### src/rtl/mem_bus_arbiter.sv
// Round-robin arbiter serialising NUM_CACHES cache ports onto one Memory port.
// One transaction in flight; reads wait for Memory (or time out), writes ack after one request cycle.
module mem_bus_arbiter #(
  parameter int NUM_CACHES     = 4,
  parameter int ADDRESS_WIDTH  = 6,
  parameter int DATA_WIDTH     = 32,
  parameter int TIMEOUT_CYCLES = 32
) (
  input  logic                                  clk,
  input  logic                                  reset,
  input  logic [NUM_CACHES-1:0]                 req_valid,
  input  logic [NUM_CACHES-1:0]                 req_write,
  input  logic [NUM_CACHES*ADDRESS_WIDTH-1:0]   req_addr,
  input  logic [NUM_CACHES*DATA_WIDTH-1:0]      req_data,
  output logic [NUM_CACHES-1:0]                 req_ready,
  output logic [NUM_CACHES-1:0]                 resp_valid,
  output logic                                  resp_error,
  output logic [DATA_WIDTH-1:0]                 resp_data,
  output logic                                  snoop_valid,
  output logic [$clog2(NUM_CACHES)-1:0]         snoop_id,
  output logic [ADDRESS_WIDTH-1:0]              snoop_addr,
  output logic                                  snoop_write,
  output logic                                  mem_req_valid,
  output logic [ADDRESS_WIDTH-1:0]              mem_req_addr,
  output logic                                  mem_req_write,
  output logic [DATA_WIDTH-1:0]                 mem_req_data,
  input  logic                                  mem_resp_valid,
  input  logic [DATA_WIDTH-1:0]                 mem_resp_data
);

  localparam int ID_W = $clog2(NUM_CACHES);
  localparam int TO_W = $clog2(TIMEOUT_CYCLES + 1);
  localparam logic [ID_W-1:0] LAST_ID = ID_W'(NUM_CACHES - 1);
  localparam logic [TO_W-1:0] TO_LAST = TO_W'(TIMEOUT_CYCLES - 1);

  typedef enum logic [1:0] {IDLE, WRITE, READ_WAIT} state_t;

  state_t                    state_q, state_d;
  logic [ID_W-1:0]           rr_q, rr_d;
  logic [ID_W-1:0]           gnt_q, gnt_d;
  logic [TO_W-1:0]           timeout_q, timeout_d;
  logic [NUM_CACHES-1:0]     req_ready_q, req_ready_d;
  logic [NUM_CACHES-1:0]     resp_valid_q, resp_valid_d;
  logic                      resp_error_q, resp_error_d;
  logic [DATA_WIDTH-1:0]     resp_data_q, resp_data_d;
  logic                      snoop_valid_q, snoop_valid_d;
  logic [ID_W-1:0]           snoop_id_q, snoop_id_d;
  logic [ADDRESS_WIDTH-1:0]  snoop_addr_q, snoop_addr_d;
  logic                      snoop_write_q, snoop_write_d;
  logic                      mem_req_valid_q, mem_req_valid_d;
  logic [ADDRESS_WIDTH-1:0]  mem_req_addr_q, mem_req_addr_d;
  logic                      mem_req_write_q, mem_req_write_d;
  logic [DATA_WIDTH-1:0]     mem_req_data_q, mem_req_data_d;

  logic                      win_found;
  logic [ID_W-1:0]           win_idx;
  logic [ID_W-1:0]           cand;
  logic [ADDRESS_WIDTH-1:0]  win_addr;
  logic [DATA_WIDTH-1:0]     win_data;
  logic                      win_write;

  // Search starts one past the last winner, so a port just served ranks last.
  always_comb begin
    win_found = 1'b0;
    win_idx   = '0;
    cand      = rr_q;
    for (int i = 0; i < NUM_CACHES; i++) begin
      cand = (cand == LAST_ID) ? '0 : cand + 1'b1;
      if (!win_found && req_valid[cand]) begin
        win_found = 1'b1;
        win_idx   = cand;
      end
    end
    win_addr  = req_addr[int'(win_idx)*ADDRESS_WIDTH +: ADDRESS_WIDTH];
    win_data  = req_data[int'(win_idx)*DATA_WIDTH +: DATA_WIDTH];
    win_write = req_write[win_idx];
  end

  always_comb begin
    state_d         = state_q;
    rr_d            = rr_q;
    gnt_d           = gnt_q;
    timeout_d       = timeout_q;
    req_ready_d     = '0;
    resp_valid_d    = '0;
    resp_error_d    = 1'b0;
    resp_data_d     = resp_data_q;
    snoop_valid_d   = 1'b0;
    snoop_id_d      = snoop_id_q;
    snoop_addr_d    = snoop_addr_q;
    snoop_write_d   = snoop_write_q;
    mem_req_valid_d = mem_req_valid_q;
    mem_req_addr_d  = mem_req_addr_q;
    mem_req_write_d = mem_req_write_q;
    mem_req_data_d  = mem_req_data_q;

    case (state_q)
      IDLE: begin
        mem_req_valid_d = 1'b0;
        timeout_d       = '0;
        if (win_found) begin
          gnt_d                = win_idx;
          rr_d                 = win_idx;
          req_ready_d[win_idx] = 1'b1;
          snoop_valid_d        = 1'b1;
          snoop_id_d           = win_idx;
          snoop_addr_d         = win_addr;
          snoop_write_d        = win_write;
          mem_req_valid_d      = 1'b1;
          mem_req_addr_d       = win_addr;
          mem_req_write_d      = win_write;
          mem_req_data_d       = win_data;
          state_d              = win_write ? WRITE : READ_WAIT;
        end
      end
      WRITE: begin
        mem_req_valid_d     = 1'b0;
        resp_valid_d[gnt_q] = 1'b1;
        state_d             = IDLE;
      end
      READ_WAIT: begin
        // A response arriving on the last allowed cycle still counts as success.
        if (mem_resp_valid) begin
          resp_data_d         = mem_resp_data;
          resp_valid_d[gnt_q] = 1'b1;
          mem_req_valid_d     = 1'b0;
          timeout_d           = '0;
          state_d             = IDLE;
        end else if (timeout_q == TO_LAST) begin
          resp_valid_d[gnt_q] = 1'b1;
          resp_error_d        = 1'b1;
          mem_req_valid_d     = 1'b0;
          timeout_d           = '0;
          state_d             = IDLE;
        end else begin
          timeout_d = timeout_q + 1'b1;
        end
      end
      default: state_d = IDLE;
    endcase
  end

  always_ff @(posedge clk) begin
    if (reset) begin
      state_q         <= IDLE;
      rr_q            <= LAST_ID;
      gnt_q           <= '0;
      timeout_q       <= '0;
      req_ready_q     <= '0;
      resp_valid_q    <= '0;
      resp_error_q    <= 1'b0;
      resp_data_q     <= '0;
      snoop_valid_q   <= 1'b0;
      snoop_id_q      <= '0;
      snoop_addr_q    <= '0;
      snoop_write_q   <= 1'b0;
      mem_req_valid_q <= 1'b0;
      mem_req_addr_q  <= '0;
      mem_req_write_q <= 1'b0;
      mem_req_data_q  <= '0;
    end else begin
      state_q         <= state_d;
      rr_q            <= rr_d;
      gnt_q           <= gnt_d;
      timeout_q       <= timeout_d;
      req_ready_q     <= req_ready_d;
      resp_valid_q    <= resp_valid_d;
      resp_error_q    <= resp_error_d;
      resp_data_q     <= resp_data_d;
      snoop_valid_q   <= snoop_valid_d;
      snoop_id_q      <= snoop_id_d;
      snoop_addr_q    <= snoop_addr_d;
      snoop_write_q   <= snoop_write_d;
      mem_req_valid_q <= mem_req_valid_d;
      mem_req_addr_q  <= mem_req_addr_d;
      mem_req_write_q <= mem_req_write_d;
      mem_req_data_q  <= mem_req_data_d;
    end
  end

  assign req_ready     = req_ready_q;
  assign resp_valid    = resp_valid_q;
  assign resp_error    = resp_error_q;
  assign resp_data     = resp_data_q;
  assign snoop_valid   = snoop_valid_q;
  assign snoop_id      = snoop_id_q;
  assign snoop_addr    = snoop_addr_q;
  assign snoop_write   = snoop_write_q;
  assign mem_req_valid = mem_req_valid_q;
  assign mem_req_addr  = mem_req_addr_q;
  assign mem_req_write = mem_req_write_q;
  assign mem_req_data  = mem_req_data_q;

endmodule

### config.mk
export PLATFORM = sky130hd
export DESIGN_NAME = mem_bus_arbiter
export DESIGN_NICKNAME = d
export VERILOG_FILES = /design/src/rtl/mem_bus_arbiter.sv
export SDC_FILE = /design/constraint.sdc
export NUM_CORES = 1
export LEC_CHECK = 0
export BUFFER_PORTS_ARGS = -buffer_cell sky130_fd_sc_hd__buf_2
export CORE_MARGIN = 2
export CORE_UTILIZATION = 44
export DETAILED_ROUTE_END_ITERATION = 10
export GPL_ROUTABILITY_DRIVEN = 0
export PLACE_DENSITY = 0.76
export RECOVER_POWER = 25
export SYNTH_ARGS = -nofsm -noshare
export SYNTH_HDL_FRONTEND = slang
export SYNTH_SLANG_ARGS = --single-unit
### constraint.sdc
create_clock -name clk -period 3.4 [get_ports clk]
set_clock_uncertainty 0.15 [all_clocks]
set_input_delay 0.68 -clock clk [delete_from_list [all_inputs] [get_ports clk]]
set_output_delay 0.68 -clock clk [all_outputs]
set_load 0.02 [all_outputs]
After elaboration in Yosys (flattened, before gate mapping)

Index checks and enable logic that the tools add are counted.

Register bits: 94

$add $sub $neg: 5
$mul: 1
$lt $le $gt $ge: 8
Equal/unequal tests: 9
Shift operators: 2
Multiplexer cells: 42
Bitwise gates (word level): 3
Reduce and logical (&&, ||, !) cells: 18

Operators by type and width:

| cell                  | number |
|---|---|
| $shiftx A128 B8 Y32   | 1 |
| $mux W2               | 12 |
| $shiftx A24 B6 Y6     | 1 |
| $lt A2 B3 Y1 const B  | 6 |
| $mux W1               | 15 |
| $mux W6               | 2 |
| $pmux W6 S2           | 1 |
| $bmux W1 S2           | 5 |
| $eq A2 B2 Y1 const B  | 5 |
| $add A2 B1 Y2 const B | 4 |
| $mux W4               | 2 |
| $pmux W4 S2           | 1 |
| $reduce_and A2 Y1     | 4 |
| $add A6 B1 Y6 const B | 1 |
| $eq A6 B5 Y1 const B  | 1 |
| $reduce_or A3 Y1      | 2 |
| $logic_and A1 B1 Y1   | 5 |
| $demux W1 S2          | 2 |
| $ge A2 B1 Y1 const B  | 2 |
| $mul A2 B2 Y4 const B | 1 |
| $pmux W2 S2           | 1 |
| $logic_not A1 Y1      | 3 |
| $ne A3 B3 Y1 const B  | 1 |
| $not A1 Y1            | 3 |
| other kinds (7)       | 7 |

Logic depth before layout (Yosys ltp)

Depth after elaboration: 19
Depth in mapped cells: 9

Worst setup path before layout

Ideal clock, no wire load.

Path kind: input port to flip-flop
From: in req_valid[3]
To: reg mem_req_addr_q[5], in the netlist mem_req_addr[5]
Setup time: 0.127 ns
Data arrival time: 2.167 ns
Data required time: 3.123 ns
Slack: 0.957 ns
Stages on the path: 8
Buffers on the path: 3
Path through: clkbuf_2 nor4_1 nand2b_1 or2_2 clkbuf_1 clkbuf_1 a211o_1 o211ai_1

Word-level cells in the longest chain between the ends: 14
Elaborated cells on any way between the ends: 25
Those cells by class: mul (1); shift (1); mux (16); reduce/logical (7)

RTL lines:

| item                          | RTL line | text |
|---|---|---|
| from (decl)                   | 11       | `input logic [NUM_CACHES-1:0] req_valid,` |
| $bmux W1 S2                   | 69       | `if (!win_found && req_valid[cand]) begin` |
| $mux W1 (implied by the code) | 69       |  |
| $mux W1                       | 69       |  |
| $logic_not A1 Y1              | 69       |  |
| $logic_and A1 B1 Y1           | 69       |  |
| $mux W1                       | 69       |  |
| $logic_not A1 Y1              | 69       |  |
| $logic_and A1 B1 Y1           | 69       |  |
| $mux W1                       | 69       |  |
| $logic_not A1 Y1              | 69       |  |
| $logic_and A1 B1 Y1           | 69       |  |
| $mux W2                       | 69       |  |
| $mul A2 B2 Y4                 | 74       | `win_addr = req_addr[int'(win_idx)*ADDRESS_WIDTH +: ADDRESS_WIDTH];` |
| $shiftx A24 B6 Y6             | 74       |  |
| to (signal assigned)          | 175      | `mem_req_addr_q <= mem_req_addr_d;` |
| to (decl)                     | 51       | `logic [ADDRESS_WIDTH-1:0] mem_req_addr_q, mem_req_addr_d;` |

Several ways; a longest one is shown, not always the timed one. The select of a mux whose other input is x is not followed.
A chain may end at the register's enable or synchronous reset.

Final worst setup path

From: reg rr_q[0]
To: reg state_q[0]

Word-level cells in the longest chain between the ends: 19
Elaborated cells on any way between the ends: 41
Those cells by class: add/sub (4); eq/ne (5); mux (25); reduce/logical (7)

RTL lines:

| item                                                                   | RTL line | text |
|---|---|---|
| from (decl)                                                            | 39       | `logic [ID_W-1:0] rr_q, rr_d;` |
| from (signal assigned)                                                 | 163      | `rr_q <= rr_d;` |
| $add A2 B1 Y2 or $eq A2 B2 Y1 (tied branches)                          | 68       | `cand = (cand == LAST_ID) ? '0 : cand + 1'b1;` |
| $mux W2 *                                                              | 68       |  |
| parallel branches: the longest is 17 deep, another holds $add A2 B1 Y2 | --       |  |
| to (signal assigned)                                                   | 162      | `state_q <= state_d;` |
| to (decl)                                                              | 38       | `state_t state_q, state_d;` |

Mark *: on every way between the ends. The select of a mux whose other input is x is not followed.

==> impl_metrics.env <==
export IMPL_ctsResizeCount=0
export IMPL_synth_seq_area_share=0.381
export IMPL_dp_cells=967
export IMPL_io_pins=286
export IMPL_drv_cap=0
export IMPL_cp_start_kind="register"
export IMPL_overflow=0
export IMPL_hold_violations=0
export IMPL_finalCriticalPeriod_ns=2.92
export IMPL_rsz0062_at_grt="no"
export IMPL_final_nets=1039
export IMPL_crit_arrival_ns=3.06
export IMPL_final_cell_mix="buf_2, nand2_1, dfxtp_1"
export IMPL_gr_usage_met2=0.438
export IMPL_wl_mm=16.5
export IMPL_slew_viol_final=0
export IMPL_critPathKind="register to register"
export IMPL_syn_num_nets=794
export IMPL_finalSetupTns_ns=0
export IMPL_syn_inst=593
export IMPL_root_buffer="clkbuf_8"
export IMPL_insertion_delay_ns=0.37
export IMPL_crit_start="rr_q[0]$_SDFFE_PP1P_"
export IMPL_worstRegToRegCells=7
export IMPL_gr_max_usage_layer="met2"
export IMPL_required_ns=3.54
export IMPL_p_per_area_mw_per_mm2=786
export IMPL_layout_commonest_cell="buf_2"
export IMPL_routedWlPerCell_um=16.7
export IMPL_hp_class="register to register"
export IMPL_worst_slew_pin_transition_ns=1.08
export IMPL_first_pass_iters=5
export IMPL_slew_limit_headroom=0.277
export IMPL_grt_util_met1=0.317
export IMPL_grt_start_max_net_pins=42
export IMPL_grt_use_met3=0.0498
export IMPL_cts_buffers=9
export IMPL_syn_area_mm2=0.00494
export IMPL_min_to="resp_data[4]$_SDFFE_PP0P_"
export IMPL_end_kind="register"
export IMPL_cts_sinks=94
export IMPL_crit_path_max_fanout=31
export IMPL_hold_path_startpoint="resp_data[4]$_SDFFE_PP0P_"
export IMPL_synth_cell_types=45
export IMPL_ys_async_sr_fraction=0
export IMPL_drtIter0Drc=403
export IMPL_ant_nets=0
export IMPL_die_h_um=110
export IMPL_whs_path_depth=2
export IMPL_route_detailed_drc=0
export IMPL_r2r_start="rr_q[0]$_SDFFE_PP1P_"
export IMPL_htreeDepth=3
export IMPL_status="completed"
export IMPL_final_cells=986
export IMPL_cts_buffer_depth=2
export IMPL_place_hpwl_mm=12.1
export IMPL_vias_per_cell=5.64
export IMPL_setup_viol=0
export IMPL_dieWidth_um=110
export IMPL_cts_setup_buffers=0
export IMPL_synth_edff_count=0
export IMPL_yosys_warnings=0
export IMPL_dpl_cell_area_mm2=0.00640
export IMPL_final_cell_area_mm2=0.00656
export IMPL_peakVddDrop_mv=0.407
export IMPL_cts_hold_buf=0
export IMPL_first_global_vias=5077
export IMPL_cts_tree="yes"
export IMPL_port_buffers=285
export IMPL_worstReg2RegEnd="state_q[0]$_SDFFE_PP0P_"
export IMPL_ys_flop_type="dfxtp_1"
export IMPL_antenna_found_initial=2
export IMPL_num_vias=5562
export IMPL_p_leak_nw=2.84
export IMPL_initial_utilization=0.453
export IMPL_postSynthAreaPerCell_um2=8.33
export IMPL_period_share=0.859
export IMPL_fmax_mhz=342
export IMPL_die_area_mm2=0.0121
export IMPL_drive_above_1_share=0.339
export IMPL_syn2layout_area_growth_pct=32.9
export IMPL_track_usage=0.261
export IMPL_row_count=38
export IMPL_grt_pass1_wl_mm=24.6
export IMPL_ys_seq_elements=94
export IMPL_rrSetupSlack_ns=0.48
export IMPL_clk_pin_slew_ns=0.10
export IMPL_coreArea_mm2=0.0109
==> metrics by stage <==
step,power (mW),worst slack (ns),hold slack [ns],utilization
after detailed placement,4.41,0.477,0.294,0.588
after floorplan,3.60,0.957,0.293,-
final,5.16,0.478,0.306,0.603
after global routing,5.50,0.319,0.329,0.603
after CTS,5.20,0.507,0.307,0.607
after global placement,4.33,0.546,0.289,0.588
==> cell usage after synthesis, drive strengths merged, types with 4 or more instances <==
master | n | area [um^2]
nand4 | 39 | 244
a211o | 38 | 333
a21oi | 42 | 210
ha | 6 | 75.1
clkbuf | 42 | 159
nand2 | 113 | 424
mux2i | 39 | 390
buf | 26 | 171
dfxtp | 94 | 1880
nor4 | 4 | 25.0
o21ai | 6 | 30.0
o211ai | 38 | 290
nor3 | 6 | 40.0
nor2 | 17 | 63.8
o31ai | 42 | 315
nand2b | 5 | 31.3
==> final cells by class <==
cell class / instances / area, um^2
Clock inverter: 6 / 68.8
Timing Repair Buffer: 302 / 1530
Multi-Input combinational cell: 428 / 2750
Tap cell: 140 / 175
Clock buffer: 10 / 138
Fill cell: 1015 / 4320
Antenna cell: 3 / 7.51
Sequential cell: 94 / 1880
Inverter: 3 / 11.3
==> logic make-up (layout without fill, tap and decap cells) <==
kind of cell | after synthesis | in the layout | synth area share
buffers and inverters | 71 | 321 | 0.0692
flip-flops | 94 | 94 | 0.381
other | 0 | 3 | 0
AND/OR/NAND/NOR | 207 | 207 | 0.201
XOR/XNOR | 1 | 1 | 0.00177
multiplexers | 39 | 39 | 0.0791
adder cells (fa/ha/maj) | 6 | 6 | 0.0152
AO/OA/AOI/OAI | 175 | 175 | 0.253
==> critical path: stages, from the launching register on <==
cell and delay, ns:
dfxtp_1 0.38, ha_1 0.43, or3b_1 0.39, and3_1 0.20, or3_1 0.52, buf_4 0.32
and3_1 0.21, o31ai_1 0.22
==> routing by layer <==
layer / share of wire / wire [um] / vias to the layer above
met4: 0.033 / 544 / 0
met3: 0.080 / 1320 / 45
met2: 0.48 / 7950 / 285
met1: 0.40 / 6650 / 2555
met5: 0 / 0 / -
li1: - / - / 2677
==> power by group <==
part	internal [mW]	total, mW	switching [mW]	leakage (nW)
Clock	0.366	0.781	0.416	0.103
Combinational	1.05	2.85	1.81	1.97
Sequential	1.36	1.53	0.162	0.770
Total	2.78	5.16	2.38	2.84
==> registers in the layout, summed over array words and instances, names as in the netlist <==
signal	flops
rr_q	2
mem_req_addr	6
mem_req_data	32
mem_req_valid	1
resp_data	32
resp_error	1
req_ready	4
snoop_valid	1
snoop_id	2
state_q	2
mem_req_write	1
resp_valid	4
timeout_q	6
==> worst max path at each step <==
stage | endpoint | slack (ns) | depth (start not counted)
2_1_floorplan | mem_req_addr[5]$_SDFFE_PP0P_ | 0.96 | 8
3_3_place_gp | mem_req_data[1]$_SDFFE_PP0P_ | 0.55 | 8
3_5_place_dp | mem_req_data[21]$_SDFFE_PP0P_ | 0.48 | 7
4_1_cts | state_q[0]$_SDFFE_PP0P_ | 0.51 | 7
5_1_grt | state_q[0]$_SDFFE_PP0P_ | 0.32 | 7
6_report | state_q[0]$_SDFFE_PP0P_ | 0.48 | 7
No activity file was read; power rests on OpenSTA's default activity.
